File: src/rtl/quadrature_decoder.sv
// quadrature_decoder: decodes an asynchronous A/B quadrature encoder into
// count/direction strobes, an illegal-transition pulse and a wrapping position.
// Optional feature: define QUAD_GLITCH_FILTER_EN to add a third sample stage
// that only accepts a new {A,B} once two consecutive synchronized samples agree.
module quadrature_decoder #(
  parameter int EXPONENT = 4
) (
  input  logic                clock_pos,
  input  logic                reset_neg,
  input  logic                bit_a,
  input  logic                bit_b,
  input  logic                bit_clear,
  output logic                bit_up,
  output logic                bit_count,
  output logic                bit_error,
  output logic [EXPONENT-1:0] vector_position
);

  typedef enum logic {UNPRIMED = 1'b0, TRACK = 1'b1} state_t;
  typedef enum logic [1:0] {STEP_NONE, STEP_UP, STEP_DOWN, STEP_ERR} step_t;

  localparam logic [EXPONENT-1:0] POS_ONE = EXPONENT'(1);

  // Number of TRACK cycles after priming during which P simply follows S.
  // The synchronizer was forced to 00 during reset, so until the input level
  // present at release has propagated through every sample stage, S is stale
  // and a comparison would report a bogus step or error.
`ifdef QUAD_GLITCH_FILTER_EN
  localparam logic [1:0] SETTLE = 2'd3;
`else
  localparam logic [1:0] SETTLE = 2'd2;
`endif

  logic [1:0] sync_p0;
  logic [1:0] sync_p1;
  logic [1:0] sample;
  logic       sample_ok;
  state_t     state;
  logic [1:0] prev;
  logic [1:0] settle;
  step_t      step;

  // Gray-code transition classifier: forward cycle 00->01->11->10->00.
  function automatic step_t classify(input logic [1:0] p, input logic [1:0] s);
    step_t r;
    case ({p, s})
      4'b0001, 4'b0111, 4'b1110, 4'b1000: r = STEP_UP;
      4'b0100, 4'b1101, 4'b1011, 4'b0010: r = STEP_DOWN;
      4'b0000, 4'b0101, 4'b1111, 4'b1010: r = STEP_NONE;
      default:                            r = STEP_ERR;
    endcase
    return r;
  endfunction

`ifdef QUAD_GLITCH_FILTER_EN
  logic [1:0] sync_p2;

  // Three-stage sampling of the asynchronous encoder channels.
  always_ff @(posedge clock_pos or negedge reset_neg) begin
    if (!reset_neg) begin
      sync_p0 <= 2'b00;
      sync_p1 <= 2'b00;
      sync_p2 <= 2'b00;
    end else begin
      sync_p0 <= {bit_a, bit_b};
      sync_p1 <= sync_p0;
      sync_p2 <= sync_p1;
    end
  end

  // A level is only trusted once it has been seen on two consecutive cycles.
  assign sample    = sync_p2;
  assign sample_ok = (sync_p1 == sync_p2);
`else
  // Two-flop synchronizer for the asynchronous encoder channels.
  always_ff @(posedge clock_pos or negedge reset_neg) begin
    if (!reset_neg) begin
      sync_p0 <= 2'b00;
      sync_p1 <= 2'b00;
    end else begin
      sync_p0 <= {bit_a, bit_b};
      sync_p1 <= sync_p0;
    end
  end

  assign sample    = sync_p1;
  assign sample_ok = 1'b1;
`endif

  assign step = classify(prev, sample);

  // Priming/tracking FSM with registered strobes, direction and position.
  always_ff @(posedge clock_pos or negedge reset_neg) begin
    if (!reset_neg) begin
      state           <= UNPRIMED;
      prev            <= 2'b00;
      settle          <= SETTLE;
      bit_up          <= 1'b1;
      bit_count       <= 1'b0;
      bit_error       <= 1'b0;
      vector_position <= '0;
    end else begin
      bit_count <= 1'b0;
      bit_error <= 1'b0;
      case (state)
        UNPRIMED: begin
          prev  <= sample;
          state <= TRACK;
        end
        TRACK: begin
          if (settle != 2'd0) begin
            prev   <= sample;
            settle <= settle - 2'd1;
          end else if (sample_ok) begin
            prev <= sample;
            case (step)
              STEP_UP: begin
                bit_count       <= 1'b1;
                bit_up          <= 1'b1;
                vector_position <= vector_position + POS_ONE;
              end
              STEP_DOWN: begin
                bit_count       <= 1'b1;
                bit_up          <= 1'b0;
                vector_position <= vector_position - POS_ONE;
              end
              STEP_ERR: begin
                bit_error <= 1'b1;
              end
              default: begin
              end
            endcase
          end
        end
        default: state <= UNPRIMED;
      endcase
      // Clear wins over a simultaneous step; the strobes above still report it.
      if (bit_clear) vector_position <= '0;
    end
  end

endmodule
File: config.mk
export PLATFORM = sky130hd
export DESIGN_NAME = quadrature_decoder
export DESIGN_NICKNAME = d
export VERILOG_FILES = /design/src/rtl/quadrature_decoder.sv
export SDC_FILE = /design/constraint.sdc
export NUM_CORES = 1
export LEC_CHECK = 0
export CORE_UTILIZATION = 40
export CTS_BUF_LIST = sky130_fd_sc_hd__clkbuf_4 sky130_fd_sc_hd__clkbuf_8 sky130_fd_sc_hd__clkbuf_16
export CTS_CLUSTER_SIZE = 20
export DETAILED_ROUTE_END_ITERATION = 6
export PLACE_DENSITY = 0.6
export SYNTH_ARGS = -nofsm -noshare
export SYNTH_HDL_FRONTEND = slang
export SYNTH_SLANG_ARGS = --single-unit
File: constraint.sdc
create_clock -name clock_pos -period 3.1 [get_ports clock_pos]
set_clock_uncertainty 0.05 [all_clocks]
set_input_delay 0.775 -clock clock_pos [delete_from_list [all_inputs] [get_ports clock_pos]]
set_output_delay 0.775 -clock clock_pos [all_outputs]
set_load 0.02 [all_outputs]
Word-level counts from Yosys, hierarchy flattened
Memory sizes are Yosys's and may differ from the RTL's.
Cells that the tools add are included.
{"block": "op_classes", "add_sub_neg": 3, "n_mul": 0, "div": 0, "magnitude_cmp": 0, "n_eq_ne": 4, "n_shift": 0, "n_mux": 11, "n_bitwise": 1, "n_reduce_logical": 8}
{"op": "2-to-1 mux 4 bit", "n": 3}
{"op": "case mux 4 bit (2 select lines)", "n": 1}
{"op": "2-to-1 mux 1 bit", "n": 6}
{"op": "AND reduction 3 bit", "n": 2}
{"op": "nonzero test 2 bit", "n": 3}
{"op": "adder 4 x 1 -> 4 bit, second input constant", "n": 1}
{"op": "== test 2 bit, second input constant", "n": 2}
{"op": "subtractor 4 x 1 -> 4 bit, second input constant", "n": 1}
{"op": "nonzero test 3 bit", "n": 1}
{"op": "== test 2 x 1 -> 1 bit, second input constant", "n": 1}
{"op": "inequality test 2 bit, second input constant", "n": 1}
{"op": "case mux 1 bit (2 select lines)", "n": 1}
{"op": "AND reduction 2 bit", "n": 1}
{"op": "OR reduction 2 bit", "n": 1}
{"op": "subtractor 2 x 1 -> 2 bit, second input constant", "n": 1}
{"op": "NOT 1 bit", "n": 1}
{"block": "word_totals", "ff_bits": 16, "latch_bits": 0, "mem_bits_rw": 0, "mem_bits_ro": 32, "elab_cells": 37, "memories": 1}
{"name": "(name not given)", "depth": 16, "word_bits": 2, "read_ports": 1, "rd_clocked_by_memory_dff": 0, "write_ports": 0, "line": "46", "rtl": "case ({p, s})"}

Longest topological paths before layout
Gate-level depths: netlist of run 1.
An unclocked memory read counts as a cell.
{"block": "depth", "word_depth": 6, "ltp_mapped": 10, "mapped_depth_nobuf": 10}

Worst setup path after synthesis of run 1
Ideal clock, no wire load.
{"block": "synth_timing", "kind": "flip-flop to flip-flop", "startpoint": "register sync_p1[1], in the netlist sample[1]", "endpoint": "register vector_position[3]", "setup_ns": 0.073, "t_arrival_ns": 2.253, "t_required_ns": 2.977, "setup_slack_ns": 0.724, "path_stages_with_launch": 10, "synth_period_minus_slack_ns": 2.376, "path_cell_list": "dfrtp_1 -> nand2_1 -> o21ai_0 -> o21ai_0 -> ha_1 -> ha_1 -> a31o_2 -> a22oi_1 -> nand3_1 -> a21oi_2"}
{"block": "synth_via", "elab_chain_cells": 6, "word_cells_on_any_way": 9}
{"item": "from (decl)", "line": "35", "rtl": "logic [1:0] sync_p1;"}
{"item": "from (signal assigned)", "line": "82", "rtl": "sync_p1 <= sync_p0;"}
{"item": "memory (16 x 2 bit) (*)"}
{"item": "== test 2 bit or == test 2 x 1 -> 1 bit (tied branches)", "line": "116", "rtl": "case (step)"}
{"item": "case mux 4 bit (2 select lines)", "line": "116"}
{"item": "2-to-1 mux 4 bit", "line": "111", "rtl": "if (settle != 2'd0) begin"}
{"item": "2-to-1 mux 4 bit", "line": "105", "rtl": "case (state)"}
{"item": "2-to-1 mux 4 bit", "line": "138", "rtl": "if (bit_clear) vector_position <= '0;"}
{"item": "to (signal assigned)", "line": "120", "rtl": "vector_position <= vector_position + POS_ONE;"}
{"item": "to (signal assigned)", "line": "125", "rtl": "vector_position <= vector_position - POS_ONE;"}
{"item": "to (decl)", "line": "16", "rtl": "output logic [EXPONENT-1:0] vector_position"}
Mark *: on every way between the ends. The rest lies on a longest branch, timed or not. The select of a mux whose other input is x is not followed.
A chain may end at the register's enable or synchronous reset.

Worst setup path in the final report of run 1
Same ends and word-level chain as after synthesis.

==> impl_metrics.env, run 1 <==
export IMPL_worst_pin_slew_ns=0.695
export IMPL_timing_setup_tns_ns=0
export IMPL_syn_area_per_cell_sq_um=11.5
export IMPL_cts_path_max_buffers=2
export IMPL_io_buffers=11
export IMPL_grt_pass1_vias=420
export IMPL_initial_core_util_pct=43.8
export IMPL_async_reset_ff_share_pct=100
export IMPL_area_growth_pct=24.0
export IMPL_rsz0062_at_grt="no"
export IMPL_num_fill_cells=185
export IMPL_p_leak_nw=0.441
export IMPL_synth_warning_count=0
export IMPL_hold_viol_final=0
export IMPL_reg2reg_from="sample[1]"
export IMPL_cts_resized=0
export IMPL_antenna_found_initial=0
export IMPL_synth_largest_area_cell="dfrtp_1"
export IMPL_cts_tree="yes"
export IMPL_final_layout_size_suffix_gt1_share_pct=13.3
export IMPL_h_tree_depth=1
export IMPL_drtIter0Drc=17
export IMPL_wl_microns=1150
export IMPL_dp_hpwl_microns=885
export IMPL_vias=520
export IMPL_final_core_util_pct=54.3
export IMPL_startpoint="sample[1]"
export IMPL_via_per_inst=4.81
export IMPL_holdWs_ns=0.306
export IMPL_grt_usage_pct=13.7
export IMPL_status="finished, final reports clean"
export IMPL_slew_viol_final=0
export IMPL_start_kind="flop"
export IMPL_cts_root_buf="clkbuf_4"
export IMPL_grt_max_degree=17
export IMPL_antennaDiodeCount=0
export IMPL_crit_type="flop to flop"
export IMPL_period_share_pct=76.9
export IMPL_min_path_type="flop to flop"
export IMPL_finalPower_mw=0.482
export IMPL_die_w_microns=45.9
export IMPL_relSlewSlack_pct=53.5
export IMPL_routabilityCongestion=0.810
export IMPL_fin_crit_ns=2.38
export IMPL_wl_per_cell_microns=10.7
export IMPL_r2r_cells=9
export IMPL_drt_antenna_violating_nets=0
export IMPL_grt_pass1_wl_microns=1930
export IMPL_firstDrtPassIters=4
export IMPL_nets=96
export IMPL_clkSinkCount=16
export IMPL_rows=15
export IMPL_synth_distinct_cells=26
export IMPL_combinationalPowerShare_pct=22.3
export IMPL_arrival_ns=2.55
export IMPL_yosysMostFrequentCell="dfrtp_1"
export IMPL_seqPwrFrac_pct=49.6
export IMPL_fin_area_sq_um=957
export IMPL_core_area_sq_mm=0.00176
export IMPL_die_area_sq_mm=0.00211
export IMPL_p_int_mw=0.350
export IMPL_dominantRegCellSynth="dfrtp_1"
export IMPL_placed_area_sq_um=921
export IMPL_cp_required_ns=3.27
export IMPL_synthTopCellsByArea="dfrtp_1, ha_1, dfstp_2, mux2i_1, o21ai_0"
export IMPL_syn_cell_area_sq_um=772
export IMPL_globalRouteOverflowTotal=0
export IMPL_critPathCapture="vector_position[3]"
export IMPL_final_setup_viol_count=0
export IMPL_seq_area_frac_synth_pct=52.2
export IMPL_syn_inst=67
export IMPL_cts_setup_buffers=0
export IMPL_yosysTopAreaCellShare_pct=45.4
export IMPL_timing_rr_end="vector_position[3]"
export IMPL_netSwitchingPower_mw=0.132
export IMPL_holdBufCountCts=0
export IMPL_drv_cap=0
export IMPL_endpoint_kind="flop"
export IMPL_clkPwrFrac_pct=28.1
export IMPL_synth_edff_count=0
export IMPL_clock_latency_ns=0.28
export IMPL_pre_cts_ws_ns=0.684
export IMPL_die_y_microns=45.9
export IMPL_postLayoutSetupSlackWorst_ns=0.715
export IMPL_pin_count=12
export IMPL_ir_drop_v=0.000335
export IMPL_layoutNonFillerInstCount=108
export IMPL_ys_top_cells_by_count="dfrtp_1, ha_1, inv_1, nor2_1, o21ai_0"
export IMPL_fmax_mhz=419
export IMPL_reg2reg_slack_ns=0.72
export IMPL_p_per_area_mw_per_mm2=504
export IMPL_cts_buffers=3
export IMPL_path_max_fanout=7
export IMPL_synth_seq_cells=16
export IMPL_synth_fp_nets=79
export IMPL_place_inst=104
export IMPL_path_clk_slew_ns=0.09
export IMPL_drc=0
export IMPL_swShare_pct=27.4
layer usage:
| metal | share of wire [%] | vias to the layer above | GRT usage, % | routed length [microns] |
|---|---|---|---|---|
| li1 | - | 261 | - | - |
| met1 | 49 | 239 | 18.4 | 570 |
| met2 | 44 | 16 | 19.4 | 502 |
| met3 | 4.2 | 4 | 3.57 | 49 |
| met4 | 2.7 | 0 | 8.82 | 31 |
| met5 | 0 | - | 0 | 0 |
critical path: stages (launching register included):
cell,delay [ns]
dfrtp_1,0.45
nand2_1,0.10
o21ai_0,0.07
o21ai_0,0.36
ha_1,0.25
ha_1,0.27
a31o_2,0.26
a22oi_1,0.24
nand3_1,0.13
a21oi_2,0.13
kinds of logic after synthesis:
group                    count (synthesis)  synth area share, %
XOR/XNOR                                 4                 4.54
adder cells (fa/ha/maj)                  7                 11.3
AO/OA/AOI/OAI                           14                 13.8
multiplexers                             3                 3.89
AND/OR/NAND/NOR                         17                 11.3
buffers and inverters                    5                 2.43
other                                    1                0.486
flip-flops                              16                 52.2
power by group through the flow:
| stage | registers (mW) | logic [mW] | clock network, mW |
|---|---|---|---|
| after floorplan | 0.256 | 0.0517 | 0 |
| after global placement | 0.243 | 0.106 | 0 |
| after detailed placement | 0.244 | 0.108 | 0 |
| after CTS | 0.240 | 0.109 | 0.140 |
| after global routing | 0.242 | 0.121 | 0.148 |
| final | 0.239 | 0.107 | 0.136 |
sequential cells by signal, indices dropped and copies added (netlist names):
signal           cells
vector_position      4
prev                 2
state                1
bit_up               1
bit_count            1
sync_p0              2
bit_error            1
settle               2
sample               2
final cells by class:
cell class | count | area, sq um | share of cell area (%)
Sequential cell | 16 | 403 | 42.1
Multi-Input combinational cell | 46 | 350 | 36.6
Timing Repair Buffer | 12 | 118 | 12.3
Clock buffer | 4 | 36.3 | 3.79
Tap cell | 25 | 31.3 | 3.27
Inverter | 5 | 18.8 | 1.96
worst min-delay path by stage:
stage / from / end / slack, ns / depth (start not counted)
2_1_floorplan: sync_p0[0] / sample[0] / 0.28 / 0
3_3_place_gp: sync_p0[0] / sample[0] / 0.28 / 0
3_5_place_dp: sync_p0[0] / sample[0] / 0.29 / 0
4_1_cts: sync_p0[0] / sample[0] / 0.31 / 0
5_1_grt: sync_p0[0] / sample[0] / 0.32 / 0
6_report: sync_p0[0] / sample[0] / 0.31 / 0
layout by cell type (no fill, tap or decap):
cell type,count
dfrtp_1,14
clkdlybuf4s50_1,11
ha_1,7
inv_1,5
o21ai_0,5
nor2_1,5
nand2_1,4
mux2i_1,3
clkbuf_4,3
nand2b_1,2
nand3_1,2
xor2_1,2
xnor2_1,2
dfstp_2,2
o21a_1,1
o211ai_1,1
and3_1,1
a21oi_1,1
o211ai_4,1
o31ai_1,1
a31o_2,1
a22oi_1,1
nor3_1,1
and4b_1,1
nor3_2,1
a21o_1,1
a21oi_2,1
clkbuf_8,1
buf_4,1
conb_1,1
Power figures use the tool's default switching activity.
==> run 2: changes to the inputs <==
- clock period: 3.1 -> 2.5 ns (I/O delays scaled with it)
==> run 2 against run 1 <==
  * Fmax grew 6.2%
  * Global-route usage rose by 0.36 points
  * Sequential power is 24% higher
  * Count of clock-buffer cells in the layout unchanged
==> impl_metrics.env, run 2 (same netlist as run 1, synthesis figures left out) <==
export IMPL_period_share_pct=89.8
export IMPL_p_per_area_mw_per_mm2=604
export IMPL_area_growth_pct=24.1
export IMPL_relSlewSlack_pct=53.9
export IMPL_fin_crit_ns=2.25
export IMPL_path_clk_slew_ns=0.09
export IMPL_drt_antenna_violating_nets=0
export IMPL_min_path_type="flop to flop"
export IMPL_fmax_mhz=445
export IMPL_io_buffers=11
export IMPL_cts_setup_buffers=0
export IMPL_timing_setup_tns_ns=0
export IMPL_dp_hpwl_microns=871
export IMPL_cts_buffers=3
export IMPL_antenna_found_initial=0
export IMPL_layout_common_cells="dfrtp_1, clkdlybuf4s50_1, ha_1"
export IMPL_endpoint_kind="flop"
export IMPL_globalRouteOverflowTotal=0
export IMPL_cts_tree="yes"
export IMPL_num_fill_cells=169
export IMPL_grt_pass1_vias=480
export IMPL_rsz0062_at_grt="no"
export IMPL_cts_resized=0
export IMPL_layout_commonest_cell="dfrtp_1"
export IMPL_regMostFlops="vector_position"
export IMPL_start_kind="flop"
export IMPL_core_area_sq_mm=0.00176
export IMPL_grt_max_degree=17
export IMPL_routabilityCongestion=0.796
export IMPL_arrival_ns=2.40
export IMPL_clock_latency_ns=0.28
export IMPL_grt_pass1_wl_microns=1990
export IMPL_hold_viol_final=0
export IMPL_rows=15
export IMPL_die_y_microns=45.9
export IMPL_p_leak_nw=0.444
export IMPL_final_core_util_pct=54.3
export IMPL_wl_per_cell_microns=10.7
export IMPL_via_per_inst=4.87
export IMPL_die_w_microns=45.9
export IMPL_drv_cap=0
export IMPL_grt_usage_pct=14.1
export IMPL_cts_path_max_buffers=2
export IMPL_drtIter0Drc=2
export IMPL_nets=97
export IMPL_initial_core_util_pct=43.8
export IMPL_wl_microns=1170
export IMPL_drc=0
export IMPL_h_tree_depth=1
export IMPL_path_max_fanout=7
export IMPL_antennaDiodeCount=0
export IMPL_ir_drop_v=0.000464
export IMPL_clkSinkCount=16
export IMPL_cts_root_buf="clkbuf_4"
export IMPL_crit_type="flop to flop"
export IMPL_final_setup_viol_count=0
export IMPL_holdWs_ns=0.306
export IMPL_vias=531
export IMPL_die_area_sq_mm=0.00211
export IMPL_worst_pin_slew_ns=0.690
export IMPL_holdBufCountCts=0
export IMPL_pin_count=12
export IMPL_status="finished, final reports clean"
export IMPL_final_layout_size_suffix_gt1_share_pct=14.3
export IMPL_firstDrtPassIters=2
export IMPL_slew_viol_final=0
export IMPL_cp_required_ns=2.66
export IMPL_largest_reg_flops=4
[run 2: per-layer routing]
layer,global-route usage (%),vias up,share of wire (%)
met5,0,-,0
met4,9.41,0,1.9
met3,4.76,2,4.9
met2,21.4,12,45
met1,16.8,253,48
li1,-,264,-
[run 2: final cells by class]
cell class / instances / area [sq um] / share of cell area [%]
Clock buffer: 4 / 30.0 / 3.13
Inverter: 5 / 18.8 / 1.96
Multi-Input combinational cell: 46 / 350 / 36.6
Sequential cell: 16 / 403 / 42.0
Tap cell: 25 / 31.3 / 3.26
Timing Repair Buffer: 13 / 125 / 13.1
[run 2: power by group]
| group | leakage (nW) | total, mW | switching [mW] | internal (mW) |
|---|---|---|---|---|
| Sequential | 0.197 | 0.297 | 0.0159 | 0.281 |
| Combinational | 0.228 | 0.134 | 0.0679 | 0.0661 |
| Clock | 0.0184 | 0.148 | 0.0753 | 0.0727 |
[run 2: final timing paths]
path / from / to / slack [ns] / cells past startpoint
setup / recovery: sample[1] / vector_position[3] / 0.25 / 9
hold / removal: sync_p0[0] / sample[0] / 0.31 / 0
setup reg to reg: sample[1] / vector_position[3] / 0.25 / 9
hold reg to reg: sync_p0[0] / sample[0] / 0.31 / 0
max in group asynchronous: reset_neg / vector_position[0] / 1.25 / 1
min in group asynchronous: reset_neg / bit_count / 0.70 / 1
[run 2: through the flow]
| step | setup WS [ns] | area (sq um) | cells | total power, mW |
|---|---|---|---|---|
| global placement | 0.339 | 928 | 105 | 0.435 |
| global route | 0.113 | 958 | 109 | 0.623 |
| floorplan | 0.124 | 772 | 67 | 0.382 |
| CTS | 0.250 | 958 | 109 | 0.589 |
| detailed placement | 0.292 | 928 | 105 | 0.438 |
| finish | 0.255 | 958 | 109 | 0.579 |
[run 2: worst max-delay path, stage by stage (launching register included)]
cell	delay, ns
dfrtp_1	0.45
nand2b_1	0.13
nand3_1	0.08
o21a_1	0.15
ha_1	0.22
ha_1	0.33
a31o_2	0.26
a22oi_1	0.24
nand3_1	0.13
a21oi_2	0.14
